==> src/rtl/bitplane_pkg.sv <==
// rtl/bitplane_pkg.sv - shared definitions for the bit-plane streamer and deserializer
package bitplane_pkg;

  localparam int BITPLANE_M_DEFAULT = 32;
  localparam int BITPLANE_W_DEFAULT = 32;

  typedef enum logic {
    COLLECT = 1'b0,
    STALL   = 1'b1
  } bp_state_e;

  typedef logic [15:0] frame_cnt_t;

endpackage

==> src/rtl/bitplane_lane_acc.sv <==
// rtl/bitplane_lane_acc.sv - one lane's W-bit shift accumulator; new bits enter at the MSB
module bitplane_lane_acc #(
  parameter int W = 32
) (
  input  logic         clk,
  input  logic         rst_n,
  input  logic         shift_en,
  input  logic         lane_bit,
  output logic [W-1:0] shifted_word
);

  logic [W-1:0] acc_q;
  logic         unused_lsb;

  // Parallel read already includes the incoming bit so the last plane lands in the frame directly.
  assign shifted_word = {lane_bit, acc_q[W-1:1]};
  assign unused_lsb   = acc_q[0];

  always_ff @(posedge clk or negedge rst_n) begin
    if (!rst_n) begin
      acc_q <= '0;
    end else if (shift_en) begin
      acc_q <= shifted_word;
    end
  end

endmodule

==> src/rtl/bitplane_deserializer.sv <==
// rtl/bitplane_deserializer.sv - reassembles M parallel W-bit words from LSB-first bit planes
// Optional framing check: define BITPLANE_FRAME_CHECK_EN.
module bitplane_deserializer
  import bitplane_pkg::*;
#(
  parameter int M = BITPLANE_M_DEFAULT,
  parameter int W = BITPLANE_W_DEFAULT
) (
  input  logic           clk,
  input  logic           rst_n,
  input  logic           plane_vld,
  input  logic [M-1:0]   plane_i,
  input  logic           plane_last,
  output logic           plane_rdy,
  output logic [M*W-1:0] data_o,
  output logic           data_vld,
  input  logic           data_rdy,
  output logic [15:0]    frame_cnt_o,
  output logic           frame_err
);

  localparam int            CW       = (W > 1) ? $clog2(W) : 1;
  localparam logic [CW-1:0] CTR_LAST = CW'(W - 1);

  bp_state_e      state;
  logic [CW-1:0]  ctr;
  logic [CW-1:0]  ctr_next;
  frame_cnt_t     frame_cnt_q;
  logic [M*W-1:0] next_frame;
  logic           at_last;
  logic           accept;
  logic           complete;
  logic           out_hs;
  logic           abort;
  logic           err_next;
  logic           vld_next;

  // STALL is registered, so the only combinational input to plane_rdy is data_rdy.
  assign plane_rdy   = !(state == STALL && !data_rdy);
  assign frame_cnt_o = frame_cnt_q;

  for (genvar k = 0; k < M; k++) begin : g_lane
    bitplane_lane_acc #(.W(W)) u_lane (
      .clk          (clk),
      .rst_n        (rst_n),
      .shift_en     (accept),
      .lane_bit     (plane_i[k]),
      .shifted_word (next_frame[k*W +: W])
    );
  end

`ifndef BITPLANE_FRAME_CHECK_EN
  logic unused_last;
  assign unused_last = plane_last;
`endif

  always_comb begin
    at_last  = (ctr == CTR_LAST);
    accept   = plane_vld && plane_rdy;
    complete = accept && at_last;
    out_hs   = data_vld && data_rdy;
`ifdef BITPLANE_FRAME_CHECK_EN
    abort    = accept && plane_last && !at_last;
    err_next = abort || (complete && !plane_last);
`else
    abort    = 1'b0;
    err_next = 1'b0;
`endif
    ctr_next = ctr;
    if (complete || abort) begin
      ctr_next = '0;
    end else if (accept) begin
      ctr_next = ctr + 1'b1;
    end
    vld_next = data_vld;
    if (complete) begin
      vld_next = 1'b1;
    end else if (out_hs) begin
      vld_next = 1'b0;
    end
  end

  always_ff @(posedge clk or negedge rst_n) begin
    if (!rst_n) begin
      state       <= COLLECT;
      ctr         <= '0;
      data_o      <= '0;
      data_vld    <= 1'b0;
      frame_cnt_q <= '0;
      frame_err   <= 1'b0;
    end else begin
      ctr       <= ctr_next;
      data_vld  <= vld_next;
      frame_err <= err_next;
      if (complete) begin
        data_o      <= next_frame;
        frame_cnt_q <= frame_cnt_q + 16'd1;
      end
      state <= (ctr_next == CTR_LAST && vld_next) ? STALL : COLLECT;
    end
  end

endmodule
==> config.mk <==
export PLATFORM = sky130hd
export DESIGN_NAME = bitplane_deserializer
export DESIGN_NICKNAME = d
export VERILOG_FILES = /design/src/rtl/bitplane_pkg.sv /design/src/rtl/bitplane_lane_acc.sv /design/src/rtl/bitplane_deserializer.sv
export SDC_FILE = /design/constraint.sdc
export NUM_CORES = 2
export LEC_CHECK = 0
export ABC_AREA = 0
export CAP_MARGIN = 30
export CORE_AREA = 2 2 422 424
export CTS_CLUSTER_DIAMETER = 150
export CTS_CLUSTER_SIZE = 30
export DETAILED_ROUTE_END_ITERATION = 10
export DIE_AREA = 0 0 424 426
export GPL_TIMING_DRIVEN = 1
export PLACE_DENSITY = 0.68
export SLEW_MARGIN = 30
export SYNTH_ARGS = -nofsm -noshare
export SYNTH_HDL_FRONTEND = slang
export SYNTH_HIERARCHICAL = 1
export SYNTH_SLANG_ARGS = --single-unit
==> constraint.sdc <==
create_clock -name clk -period 4.6 [get_ports clk]
set_input_delay 0.46 -clock clk [delete_from_list [all_inputs] [get_ports clk]]
set_output_delay 0.46 -clock clk [all_outputs]
set_load 0.005 [all_outputs]
# Word level (Yosys, flattened, before mapping)
# Index checks and enable logic that the tools add are counted.
[totals]
regBits = 2071
latchBits = 0
ramBits = 0
mem_bits_ro = 0
word_cells = 53
memories = 0
[op_classes]
addsub = 2
mul = 0
div = 0
n_lt_le_gt_ge = 0
n_eq_ne = 2
shifts = 0
n_mux = 5
bitwise_logic = 0
n_reduce_logical = 7
[ops]
columns = ["op", "n"]
rows = [
  ["$add A16 B1 Y16 const B", 1],
  ["$eq A5 B5 Y1 const B", 2],
  ["$mux W5", 2],
  ["$add A5 B1 Y5 const B", 1],
  ["$logic_and A1 B1 Y1", 5],
  ["$mux W1", 3],
  ["$logic_not A1 Y1", 2],
]

# Logic depth before layout (Yosys ltp)
[logic_depth]
word_depth = 9
mapped_depth = 10
mapped_depth_nobuf = 7

# Hierarchy
# Netlist, hierarchy kept.
[modules_own_cells]
columns = ["mod", "n_inst", "cells_each", "area_per_inst_um2", "seq_area_each_um2"]
rows = [
  ["bitplane_deserializer", 1, 2261, 38922.3, 26200.1],
  ["bitplane_lane_acc", 32, 66, 1166.1, 775.7],
]

# Worst setup path before layout
# No wires, ideal clock.
[synth_path]
path_type = "in2reg"
start = "in data_rdy"
end = "reg state"
setup_ps = 116
arrival_ps = 5067
t_required_ps = 4484
setup_slack_ps = -583
stages = 7
path_buffers = 1
cell_sequence = "nor2b_1 buf_6 inv_1 nand2_1 inv_1 mux2i_1 a2111oi_2"
[synth_between]
elab_chain_len = 9
word_cells_on_any_way = 13
[synth_lines]
columns = ["element", "line_no", "source"]
rows = [
  ["from (decl)", "bitplane_deserializer.sv:17", "input logic data_rdy,"],
  ["$logic_not A1 Y1 (*)", "bitplane_deserializer.sv:39", "assign plane_rdy = !(state == STALL && !data_rdy);"],
  ["$logic_and A1 B1 Y1 (*)", "bitplane_deserializer.sv:39", ""],
  ["$logic_not A1 Y1 (*)", "bitplane_deserializer.sv:39", ""],
  ["via plane_rdy", "bitplane_deserializer.sv:14", "output logic plane_rdy,"],
  ["$logic_and A1 B1 Y1 (*)", "bitplane_deserializer.sv:59", "accept = plane_vld && plane_rdy;"],
  ["via accept", "bitplane_deserializer.sv:31", "logic accept;"],
  ["$mux W5 or $logic_and A1 B1 Y1 (tied branches)", "bitplane_deserializer.sv:72, bitplane_deserializer.sv:60", ""],
  ["$mux W5", "bitplane_deserializer.sv:70", "if (complete || abort) begin"],
  ["$eq A5 B5 Y1", "bitplane_deserializer.sv:99", "state <= (ctr_next == CTR_LAST && vld_next) ? STALL : COLLECT;"],
  ["$logic_and A1 B1 Y1 (*)", "bitplane_deserializer.sv:99", ""],
  ["$mux W1 (*)", "bitplane_deserializer.sv:99", ""],
  ["to (signal assigned)", "bitplane_deserializer.sv:99", ""],
  ["to (decl)", "bitplane_deserializer.sv:25", "bp_state_e state;"],
]
# The timed path passes the listed nets; every way through them passes the cells marked *.
# A chain may end at the register's enable or synchronous reset.

# Worst setup path after layout
[layout_path]
start = "reg ctr[0]"
end = "reg data_o[856]"
[layout_between]
elab_chain_len = 2
[layout_lines]
columns = ["element", "line_no", "source"]
rows = [
  ["from (decl)", "bitplane_deserializer.sv:26", "logic [CW-1:0] ctr;"],
  ["from (signal assigned)", "bitplane_deserializer.sv:92", "ctr <= ctr_next;"],
  ["$eq A5 B5 Y1", "bitplane_deserializer.sv:58", "at_last = (ctr == CTR_LAST);"],
  ["$logic_and A1 B1 Y1", "bitplane_deserializer.sv:60", "complete = accept && at_last;"],
  ["to (signal assigned)", "bitplane_deserializer.sv:96", "data_o <= next_frame;"],
  ["to (decl)", "bitplane_deserializer.sv:15", "output logic [M*W-1:0] data_o,"],
]
# No other way between the ends.

==> out/qor.yml <==
finish:
  multiInputGateArea_um2: 23200
  nets: 5406
  layout_cell_share_with_drive_strength_beyond_1_pct: 40.8
  final-seq-area_um2: 51000
  fillerInstances: 14600
  layout.core_utilization_pct: 51.9
  flow.area_growth_from_synthesis_pct: 19.7
  finalNonFillerCells: 7717
sta:
  finalHoldViolations: 0
  tns_ns: 0
  period_minus_slack_ns: 3.16
  setup_violations: 0
  slew_violations: 0
  timing_worst_slew_pin_value_ns: 1.08
  fin_skew_ns: 0.0594
  achievable-frequency_ghz: 0.317
  final.hold.worst_slack_ns: 0.253
  grt_setup_unrepaired: "no"
  timing.max_slew.rel_slack_pct: 28.2
  final_critical_path_setup_slack_ns: 1.44
  post-route-period-util_pct: 68.7
route:
  drt.antenna.violating_nets: 0
  drtIter0Drc: 2254
  first_pass_iters: 4
  detail_route.drc_violations: 0
  postRouteWirelength_um: 180000
  post_detailed_route_via_to_cell_ratio: 5.06
  detailroute.via_count: 39100
  avgRoutedWirePerCell_um: 23.3
global_routing:
  grt.overflow.total: 0
  wire_length_of_the_first_global_routing_pass_um: 268000
  initial_antenna_violation_count: 6
  grt.total_usage_pct: 19.6
  grt_pass1_vias: 40300
  pin_count_of_the_biggest_net_entering_global_routing: 158
clocking:
  numClockSinks: 2039
  cts_max_path_buffers: 3
  clock_insertion_delay_worst_skew_ns: 0.75
  cts_tree: "built"
  cts_made_buffers: 79
  cts_resized: 0
  postCtsSetupBuffers: 0
  cts_root_buf: "sky130_fd_sc_hd__clkbuf_16"
  clk_pin_slew_ns: 0.11
  ctsHoldBuffers: 1
  htreeDepth: 3
logic_synthesis:
  synthDistinctLibCells: 33
  yosysWarnings: 6
  cell_count_after_synthesis: 4373
  syn_area_um2: 76200
  synthesis.area_per_instance_um2: 17.4
  yosysSeqAreaShare_pct: 66.9
  synth.ff_latch_count: 2039
  synthesis.nets: 4413
power_and_ir_drop:
  cellLeakagePower_nw: 41.4
  power_density_nw_per_um2: 575
  vdd.ir_drop.worst_mv: 0.432
setup_path:
  critical_path.cell_chain: "ha_1 -> and3_1 -> ha_1 -> nand2_1 -> nor2_4 -> buf_12 -> mux2_2"
  bufs_and_invs_on_worst_path: 1
  crit_fanout: 141
  critPathRequiredTime_ns: 5.23
  crit_path_start_kind: "flop"
  longest_individual_stage_delay_on_the_worst_path_ns: 0.56
  critical-path-top-cell-by-count: "sky130_fd_sc_hd__ha_1"
  setup_crit_end_kind: "flop"
  path_class: "flop to flop"
  cp_top_family: "simple AND/OR/NAND/NOR gates"
  cp_data_arrival_time_ns: 3.78
  ff2ff_setup_slack_ns: 1.44
  critical_path.slowest_cell: "sky130_fd_sc_hd__buf_12"
place:
  replace_congestion: 0.837
  post-place-cells: 7623
  detailed_place_hpwl_um: 130000
  port_buffers: 1077
  pre_cts_ws_ns: 1.00
run:
  drv.max_cap_violation_count: 0
run_status:
  outcome: "finished clean"
floorplan:
  dieHeight_um: 426
  floorplan.initialDensity_pct: 43.4
  die_area_um2: 181000
  std_cell_rows: 154
  num_ports: 1080
  chipWidth_um: 424
  placeable_core_area_um2: 176000
worst_hold_path:
  timing.hold.worst.class: "primary input to async pin"
-- cells in the final DEF (no fill, tap or decap), drive strengths merged, types with 4 or more instances in the layout --
master,instances
nand2,10
xor2,4
dfrtp,2039
inv,7
xnor2,11
and3,4
and4,4
nand3,5
mux2,2017
nor2b,4
buf,79
clkdlybuf4s50,1076
clkbuf,82
nand4,4
-- metal layers --
layer  part of all wire, %  vias to the layer above  global-route usage (%)
li1                      -                    17300                       -
met1                    40                    20800                    23.9
met2                    51                      649                    33.3
met3                   4.8                      255                    4.27
met4                   4.8                        4                    9.09
met5                 0.013                        -                       0
-- cell type report --
class | count | area share, %
tap | 2340 | 3.21
timing repair buffer | 1156 | 13.1
clock inverter | 7 | 0.122
multi-input combinational | 2086 | 25.4
sequential | 2039 | 55.9
inverter | 4 | 0.0206
antenna | 3 | 0.00823
clock buffer | 82 | 2.23
-- metrics by stage --
stage | instance area [um^2] | power [W]
floorplan | 76200 | 0.0343
global placement | 89100 | 0.0439
detailed placement | 89100 | 0.0445
CTS | 91200 | 0.0532
global route | 91300 | 0.0553
finish | 91300 | 0.0524
-- sequential cells by signal, summed over array words and instances (netlist names) --
name,count
ctr,5
data_o,1024
g_lane.u_lane/acc_q,992
frame_cnt_o,16
data_vld,1
state,1
-- worst paths after layout --
kind                                  from                           to  cells after the start
max reg2reg                         ctr[0]                  data_o[856]                      7
min reg2reg                frame_cnt_o[15]              frame_cnt_o[15]                      1
min in group clk               plane_i[17]  g_lane[17].u_lane/acc_q[31]                      2
min                                  rst_n                  data_o[722]                      2
max                                 ctr[0]                  data_o[856]                      7
max in group asynchronous            rst_n  g_lane[15].u_lane/acc_q[24]                      4
-- cell usage after synthesis --
cell type,instances,area (um^2)
sky130_fd_sc_hd__a2111oi_2,1,15.0
sky130_fd_sc_hd__a21boi_0,1,7.51
sky130_fd_sc_hd__a21o_1,1,7.51
sky130_fd_sc_hd__a21oi_1,2,10.0
sky130_fd_sc_hd__a2bb2oi_1,1,8.76
sky130_fd_sc_hd__a32oi_1,1,8.76
sky130_fd_sc_hd__and2_1,1,6.26
sky130_fd_sc_hd__and3_1,4,25.0
sky130_fd_sc_hd__and4_1,4,35.0
sky130_fd_sc_hd__buf_2,71,355
sky130_fd_sc_hd__buf_4,70,526
sky130_fd_sc_hd__buf_6,97,1090
sky130_fd_sc_hd__clkbuf_1,6,22.5
sky130_fd_sc_hd__conb_1,1,3.75
sky130_fd_sc_hd__dfrtp_1,2039,51000
sky130_fd_sc_hd__ha_1,3,37.5
sky130_fd_sc_hd__inv_1,4,15.0
sky130_fd_sc_hd__mux2_2,2017,22700
sky130_fd_sc_hd__mux2i_1,1,10.0
sky130_fd_sc_hd__nand2_1,10,37.5
sky130_fd_sc_hd__nand3_1,5,25.0
sky130_fd_sc_hd__nand4_1,4,25.0
sky130_fd_sc_hd__nor2_1,1,3.75
sky130_fd_sc_hd__nor2_2,1,6.26
sky130_fd_sc_hd__nor2b_1,4,25.0
sky130_fd_sc_hd__nor3b_1,1,7.51
sky130_fd_sc_hd__nor4b_1,2,17.5
sky130_fd_sc_hd__o21ai_0,2,10.0
sky130_fd_sc_hd__o21ba_2,1,10.0
sky130_fd_sc_hd__o22ai_1,1,6.26
sky130_fd_sc_hd__or4b_1,1,10.0
sky130_fd_sc_hd__xnor2_1,11,96.3
sky130_fd_sc_hd__xor2_1,4,35.0
-- kinds of logic (layout without fill, tap and decap cells) --
logic type / count (synthesis) / in the layout / synth area share (%)
simple gates: 38 / 38 / 0.294
xor+xnor: 15 / 15 / 0.172
other cells: 1 / 4 / 0.00492
flops: 2039 / 2039 / 66.9
buf+inv: 248 / 1249 / 2.64
mux: 2018 / 2018 / 29.8
fa+ha+maj: 3 / 3 / 0.0492
compound gates: 11 / 11 / 0.110
-- where the power goes --
group | total (W) | leakage, nW | internal, W | switching (W)
logic | 0.0152 | 14.0 | 0.00985 | 0.00536
clock network | 0.00861 | 1.05 | 0.00324 | 0.00537
registers | 0.0286 | 26.4 | 0.0242 | 0.00438
total | 0.0524 | 41.4 | 0.0373 | 0.0151
No activity file was read; power rests on OpenSTA's default activity.
